[config.mk]
export PLATFORM = sky130hd
export DESIGN_NAME = mem_arbiter
export DESIGN_NICKNAME = d
export VERILOG_FILES = /design/src/rtl/mem_arb_pkg.sv /design/src/rtl/mem_access_check.sv /design/src/rtl/mem_arbiter.sv
export SDC_FILE = /design/constraint.sdc
export NUM_CORES = 1
export LEC_CHECK = 0
export BUFFER_PORTS_ARGS = -buffer_cell sky130_fd_sc_hd__buf_4
export CAP_MARGIN = 0
export CORE_ASPECT_RATIO = 0.7
export CORE_MARGIN = 5
export CORE_UTILIZATION = 51
export DETAILED_ROUTE_END_ITERATION = 6
export PLACE_DENSITY = 0.95
export SETUP_SLACK_MARGIN = 0.15
export SYNTH_ARGS = -nofsm -noshare
export SYNTH_HDL_FRONTEND = slang
export SYNTH_HIERARCHICAL = 1
export SYNTH_SLANG_ARGS = --single-unit
export TNS_END_PERCENT = 100
[constraint.sdc]
create_clock -name clk -period 8.55 [get_ports clk]
set_input_delay 0.4275 -clock clk [delete_from_list [all_inputs] [get_ports clk]]
set_output_delay 0.4275 -clock clk [all_outputs]
set_load 0.02 [all_outputs]
[src/rtl/mem_arb_pkg.sv]
// Shared types and constants for the fetch/data memory arbiter.
// Size encodings, FSM state enum, error return word, default memory window.
// No logic; imported by mem_access_check and mem_arbiter.
package mem_arb_pkg;

  localparam logic [1:0] BYTE     = 2'd0;
  localparam logic [1:0] HALFWORD = 2'd1;
  localparam logic [1:0] WORD     = 2'd2;

  typedef enum logic [1:0] {
    IDLE   = 2'd0,
    ACCESS = 2'd1,
    RESP   = 2'd2
  } state_t;

  localparam logic [31:0] ERR_DATA       = 32'hBADB_ADFF;
  localparam logic [31:0] DEF_START_ADDR = 32'h0100_0000;
  localparam logic [31:0] DEF_MEM_SIZE   = 32'h0010_0000;

endpackage

[src/rtl/mem_access_check.sv]
// Alignment / size / range legality check for one memory access.
// Purely combinational, zero latency.
// No handshake; evaluated continuously on the latched request.
module mem_access_check
  import mem_arb_pkg::*;
#(
  parameter logic [31:0] START_ADDR = DEF_START_ADDR,
  parameter logic [31:0] MEM_SIZE   = DEF_MEM_SIZE
) (
  input  logic [31:0] i_addr,
  input  logic [1:0]  i_size,
  output logic        o_err
);

  logic [32:0] w_span;
  logic [32:0] w_lo;
  logic [32:0] w_hi;
  logic [32:0] w_base;
  logic [32:0] w_last;
  logic        w_size_bad;
  logic        w_misalign;
  logic        w_out_of_range;

  // Offset of the last byte touched; 33-bit so high addresses cannot wrap.
  always_comb begin
    w_span = 33'd0;
    case (i_size)
      HALFWORD: w_span = 33'd1;
      WORD:     w_span = 33'd3;
      default:  w_span = 33'd0;
    endcase
  end

  assign w_lo           = {1'b0, i_addr};
  assign w_hi           = w_lo + w_span;
  assign w_base         = {1'b0, START_ADDR};
  assign w_last         = w_base + {1'b0, MEM_SIZE} - 33'd1;
  assign w_size_bad     = (i_size == 2'b11);
  assign w_misalign     = ((i_size == HALFWORD) && i_addr[0]) ||
                          ((i_size == WORD) && (i_addr[1:0] != 2'b00));
  assign w_out_of_range = (w_lo < w_base) || (w_hi > w_last);
  assign o_err          = w_size_bad || w_misalign || w_out_of_range;

endmodule

[src/rtl/mem_arbiter.sv]
// Arbitrates instruction fetch and data requests onto one memory port.
// Latency: accept edge -> one ACCESS cycle -> response valid for one cycle; 1 access / 2 cycles.
// Requesters are held off via ready (only in IDLE/RESP); responses cannot be backpressured.
// Optional: define MEM_ARB_RR_EN for round-robin instead of fixed data>fetch priority.
module mem_arbiter
  import mem_arb_pkg::*;
#(
  parameter logic [31:0] START_ADDR = DEF_START_ADDR,
  parameter logic [31:0] MEM_SIZE   = DEF_MEM_SIZE
) (
  input  logic        clk,
  input  logic        rst_n,
  input  logic        if_req_valid,
  output logic        if_req_ready,
  input  logic [31:0] if_addr,
  output logic        if_rsp_valid,
  output logic [31:0] if_rsp_data,
  output logic        if_rsp_err,
  input  logic        d_req_valid,
  output logic        d_req_ready,
  input  logic [31:0] d_addr,
  input  logic [31:0] d_wdata,
  input  logic        d_we,
  input  logic [1:0]  d_size,
  input  logic        d_rdun,
  output logic        d_rsp_valid,
  output logic [31:0] d_rsp_data,
  output logic        d_rsp_err,
  output logic [31:0] mem_addr,
  output logic [31:0] mem_wdata,
  output logic        mem_we,
  output logic [1:0]  mem_size,
  output logic        mem_rdun,
  input  logic [31:0] mem_rdata
);

  state_t      r_state;
  state_t      w_state_nxt;
  logic        r_is_d;
  logic [31:0] r_addr;
  logic [31:0] r_wdata;
  logic        r_we;
  logic [1:0]  r_size;
  logic        r_rdun;
  logic        r_if_rsp_vld;
  logic [31:0] r_if_rsp_dat;
  logic        r_if_rsp_err;
  logic        r_d_rsp_vld;
  logic [31:0] r_d_rsp_dat;
  logic        r_d_rsp_err;
  logic        w_pick_d;
  logic        w_pick_if;
  logic        w_open;
  logic        w_accept;
  logic        w_err;

  // Ready is only offered while reset is released and the FSM can take a request.
  assign w_open = rst_n && ((r_state == IDLE) || (r_state == RESP));

`ifdef MEM_ARB_RR_EN
  logic r_last_d;

  // On contention grant whoever was not served last; otherwise whoever asks.
  always_comb begin
    w_pick_d  = d_req_valid && (!if_req_valid || !r_last_d);
    w_pick_if = if_req_valid && !w_pick_d;
  end

  // Remember who won the last accepted request; resets to "fetch last".
  always_ff @(posedge clk or negedge rst_n) begin
    if (!rst_n) begin
      r_last_d <= 1'b0;
    end else if (w_accept) begin
      r_last_d <= w_pick_d;
    end
  end
`else
  // Fixed priority: data always beats fetch.
  always_comb begin
    w_pick_d  = d_req_valid;
    w_pick_if = if_req_valid && !d_req_valid;
  end
`endif

  mem_access_check #(
    .START_ADDR (START_ADDR),
    .MEM_SIZE   (MEM_SIZE)
  ) u_check (
    .i_addr (r_addr),
    .i_size (r_size),
    .o_err  (w_err)
  );

  // FSM state register.
  always_ff @(posedge clk or negedge rst_n) begin
    if (!rst_n) begin
      r_state <= IDLE;
    end else begin
      r_state <= w_state_nxt;
    end
  end

  // Next state, handshake readies and write strobe.
  always_comb begin
    w_state_nxt  = r_state;
    d_req_ready  = w_open && w_pick_d;
    if_req_ready = w_open && w_pick_if;
    w_accept     = d_req_ready || if_req_ready;
    mem_we       = 1'b0;
    case (r_state)
      IDLE:    if (w_accept) w_state_nxt = ACCESS;
      ACCESS: begin
        w_state_nxt = RESP;
        mem_we      = r_we && !w_err;
      end
      RESP:    w_state_nxt = w_accept ? ACCESS : IDLE;
      default: w_state_nxt = IDLE;
    endcase
  end

  // Latch the accepted request; fetches are forced to plain word reads.
  always_ff @(posedge clk or negedge rst_n) begin
    if (!rst_n) begin
      r_is_d  <= 1'b0;
      r_addr  <= 32'd0;
      r_wdata <= 32'd0;
      r_we    <= 1'b0;
      r_size  <= WORD;
      r_rdun  <= 1'b0;
    end else if (w_accept) begin
      r_is_d <= w_pick_d;
      r_addr <= w_pick_d ? d_addr : if_addr;
      r_we   <= w_pick_d && d_we;
      r_size <= w_pick_d ? d_size : WORD;
      r_rdun <= w_pick_d && d_rdun;
      if (w_pick_d) r_wdata <= d_wdata;
    end
  end

  // Capture read data (or the error word) at the end of ACCESS for a one-cycle response.
  always_ff @(posedge clk or negedge rst_n) begin
    if (!rst_n) begin
      r_if_rsp_vld <= 1'b0;
      r_if_rsp_dat <= 32'd0;
      r_if_rsp_err <= 1'b0;
      r_d_rsp_vld  <= 1'b0;
      r_d_rsp_dat  <= 32'd0;
      r_d_rsp_err  <= 1'b0;
    end else begin
      r_if_rsp_vld <= 1'b0;
      r_d_rsp_vld  <= 1'b0;
      if (r_state == ACCESS) begin
        if (r_is_d) begin
          r_d_rsp_vld <= 1'b1;
          r_d_rsp_dat <= w_err ? ERR_DATA : mem_rdata;
          r_d_rsp_err <= w_err;
        end else begin
          r_if_rsp_vld <= 1'b1;
          r_if_rsp_dat <= w_err ? ERR_DATA : mem_rdata;
          r_if_rsp_err <= w_err;
        end
      end
    end
  end

  assign mem_addr     = r_addr;
  assign mem_wdata    = r_wdata;
  assign mem_size     = r_size;
  assign mem_rdun     = r_rdun;
  assign if_rsp_valid = r_if_rsp_vld;
  assign if_rsp_data  = r_if_rsp_dat;
  assign if_rsp_err   = r_if_rsp_err;
  assign d_rsp_valid  = r_d_rsp_vld;
  assign d_rsp_data   = r_d_rsp_dat;
  assign d_rsp_err    = r_d_rsp_err;

endmodule
==> flow_summary.ini <==
[routing]
drtAntennaViolNets = 0
drc = 0
dr.pass1.iters = 6
wl_per_cell_um = 19.0
num_vias = 5121
drt_iter0_markers = 275
postRouteWirelength_um = 18200
viasPerCell = 5.37

[worst_setup_path]
r2r_slack_ps = 5290
end_kind = output pin
crit_start = mem_size[1]
worst_ep_required_time_ps = 8120
crit_path_start_kind = flip-flop
critPathArrivalTime_ps = 3610
crit_path_max_fanout = 35
path_class = flip-flop to output pin
r2r_start = mem_size[1]

[run]
drv_cap = 0

[timing]
final-setup-viol-count = 0
slew_headroom_pct = 40.4
layout_worst_path_cycle_share_pct = 47.3
rsz0062_at_grt = no
finalHoldViolCount = 0
tns_ps = 0
drv_slew = 0
tightest_slew_ps = 894
fmax_mhz = 248
clock_skew_ps = 15.7
min_period_ps = 4040

[final_layout]
nFillCells = 769
drive_above_1_share_pct = 46.4
final_cell_mix = buf_4 (276), dfrtp_1 (138), nand2_1 (72)
synthToLayoutAreaGrowth_pct = 45.0
finalNetCount = 926
layout_commonest_cell = buf_4
area.sequential_um2 = 3480
n_antenna_cell = 0
fin_util_pct = 75.7
multiInputGateArea_um2 = 2430

[place]
dp_hpwl_um = 13700
io_buffers = 273
gp_congestion = 0.853

[synth]
synth_nets = 659
avgSynthCellArea_um2 = 11.8
ys_seq_area_share_pct = 56.9
netlist_area_um2 = 6120
synth_ff_type = dfrtp_1
syn_inst = 517
synth_seq_cells = 139
synthDistinctLibCells = 48
yosys_warnings = 6
synth_edf_count = 0
synthArstFlopShare_pct = 100

[die]
rows = 33
start_util_pct = 52.2
io_pins = 274
core_area_um2 = 11700
die_x_um = 141
die_h_um = 102
die_area_um2 = 14300

[pwr]
vdd_ir_drop_max_v = 0.000138
power_density_nw_per_um2 = 275
leakage_nw = 4.30
power_w = 0.00244

[clock_tree]
postCtsSetupRepairBufs = 0
cts_resized = 0
clk_pin_slew_worst_paths_ps = 60
cts.sinks = 139
clkLatencyLatePin_ps = 410
hold_buffers = 0
htree_levels = 4
numCtsBuffers = 17
clock_path_buffers = 2
clockRootBuffer = clkbuf_16
cts_tree = done

[global_routing]
grt_pass1_vias = 5446
grt_max_degree = 78
antenna_found_initial = 0
grt_overflow = 0
grtUsageTotal_pct = 25.4
grt_pass1_wl_um = 28600

[status]
outcome = complete, no violations

[worst_hold_path]
hp-class = primary input to asynchronous set/reset pin
cells by family after synthesis:
logic type                 after synthesis  share of synthesized area, %
adders and majority gates                6                          1.35
muxes                                  101                          18.6
DFF                                    139                          56.9
buffers and inverters                   38                          3.40
and+or+nand+nor                        148                          12.1
AOI/OAI and AO/OA                       85                          7.67
routing by layer:
metal / global-route usage, % / share of wire, % / vias to the layer above
li1: - / - / 2344
met1: 29.8 / 37 / 2479
met2: 45.6 / 53 / 257
met3: 6.65 / 7.5 / 41
met4: 9.38 / 2.3 / 0
met5: 0 / 0 / -
registers in the layout (all words and copies together), names as in the netlist:
signal        count
mem_wdata        32
if_rsp_valid      1
if_rsp_data      32
d_rsp_err         1
r_is_d            1
mem_size          2
mem_rdun          1
r_we              1
r_state           2
d_rsp_data       32
d_rsp_valid       1
if_rsp_err        1
mem_addr         32
synthesized netlist by cell type (all sizes together), types with 2 or more instances:
| cell | count | area [µm²] |
|---|---|---|
| a21oi | 5 | 25.0 |
| a22o | 3 | 26.3 |
| and3 | 2 | 18.8 |
| and3b | 3 | 26.3 |
| buf | 20 | 140 |
| clkbuf | 9 | 33.8 |
| dfrtp | 138 | 3450 |
| ha | 5 | 62.6 |
| inv | 9 | 33.8 |
| mux2 | 99 | 1110 |
| mux2i | 2 | 20.0 |
| nand2 | 73 | 277 |
| nand2b | 8 | 50.1 |
| nand3 | 5 | 35.0 |
| nand3b | 2 | 15.0 |
| nand4 | 7 | 56.3 |
| nor2 | 33 | 124 |
| nor2b | 3 | 18.8 |
| nor3 | 2 | 26.3 |
| nor4 | 5 | 46.3 |
| nor4b | 2 | 23.8 |
| o21ai | 69 | 349 |
where the power goes:
| part | total (W) | internal (W) | switching, W |
|---|---|---|---|
| Sequential | 0.000923 | 0.000806 | 0.000118 |
| Combinational | 0.000715 | 0.000320 | 0.000394 |
| Clock | 0.000798 | 0.000506 | 0.000292 |
path summary, 6_finish.rpt:
check,to,cells after the start
setup / recovery,mem_we,13
hold reg to reg,r_state[1],1
max in group asynchronous,mem_wdata[29],2
hold / removal,if_rsp_data[30],1
setup reg to reg,d_rsp_data[31],13
min in group clk,mem_wdata[30],2
area by class of cell:
cell class,count,share of cell area (%)
Multi-Input combinational cell,340,27.4
Tap cell,157,2.21
Clock buffer,19,4.99
Sequential cell,139,39.2
Clock inverter,13,2.30
Timing Repair Buffer,277,23.5
Inverter,9,0.381
stage by stage:
step | area [µm²] | setup slack (ps) | instances | hold slack (ps)
after CTS | 8870 | 4520 | 954 | 57.2
after floorplan | 6120 | 5140 | 517 | 132
after global placement | 8220 | 5110 | 922 | 449
after detailed placement | 8220 | 4960 | 922 | 468
final | 8870 | 4510 | 954 | 27.7
after global routing | 8870 | 4340 | 954 | 76.5
critical path, cell delays in order, from the launching register on:
cell,delay [ps]
dfstp_2,570
ha_1,240
inv_1,60
ha_1,170
fa_1,200
nand2_1,130
nor4_4,310
nand2_2,150
and3_4,210
o32a_1,320
nand4_1,110
buf_4,360
and3b_1,220
buf_4,150
No activity file was read; power rests on OpenSTA's default activity.
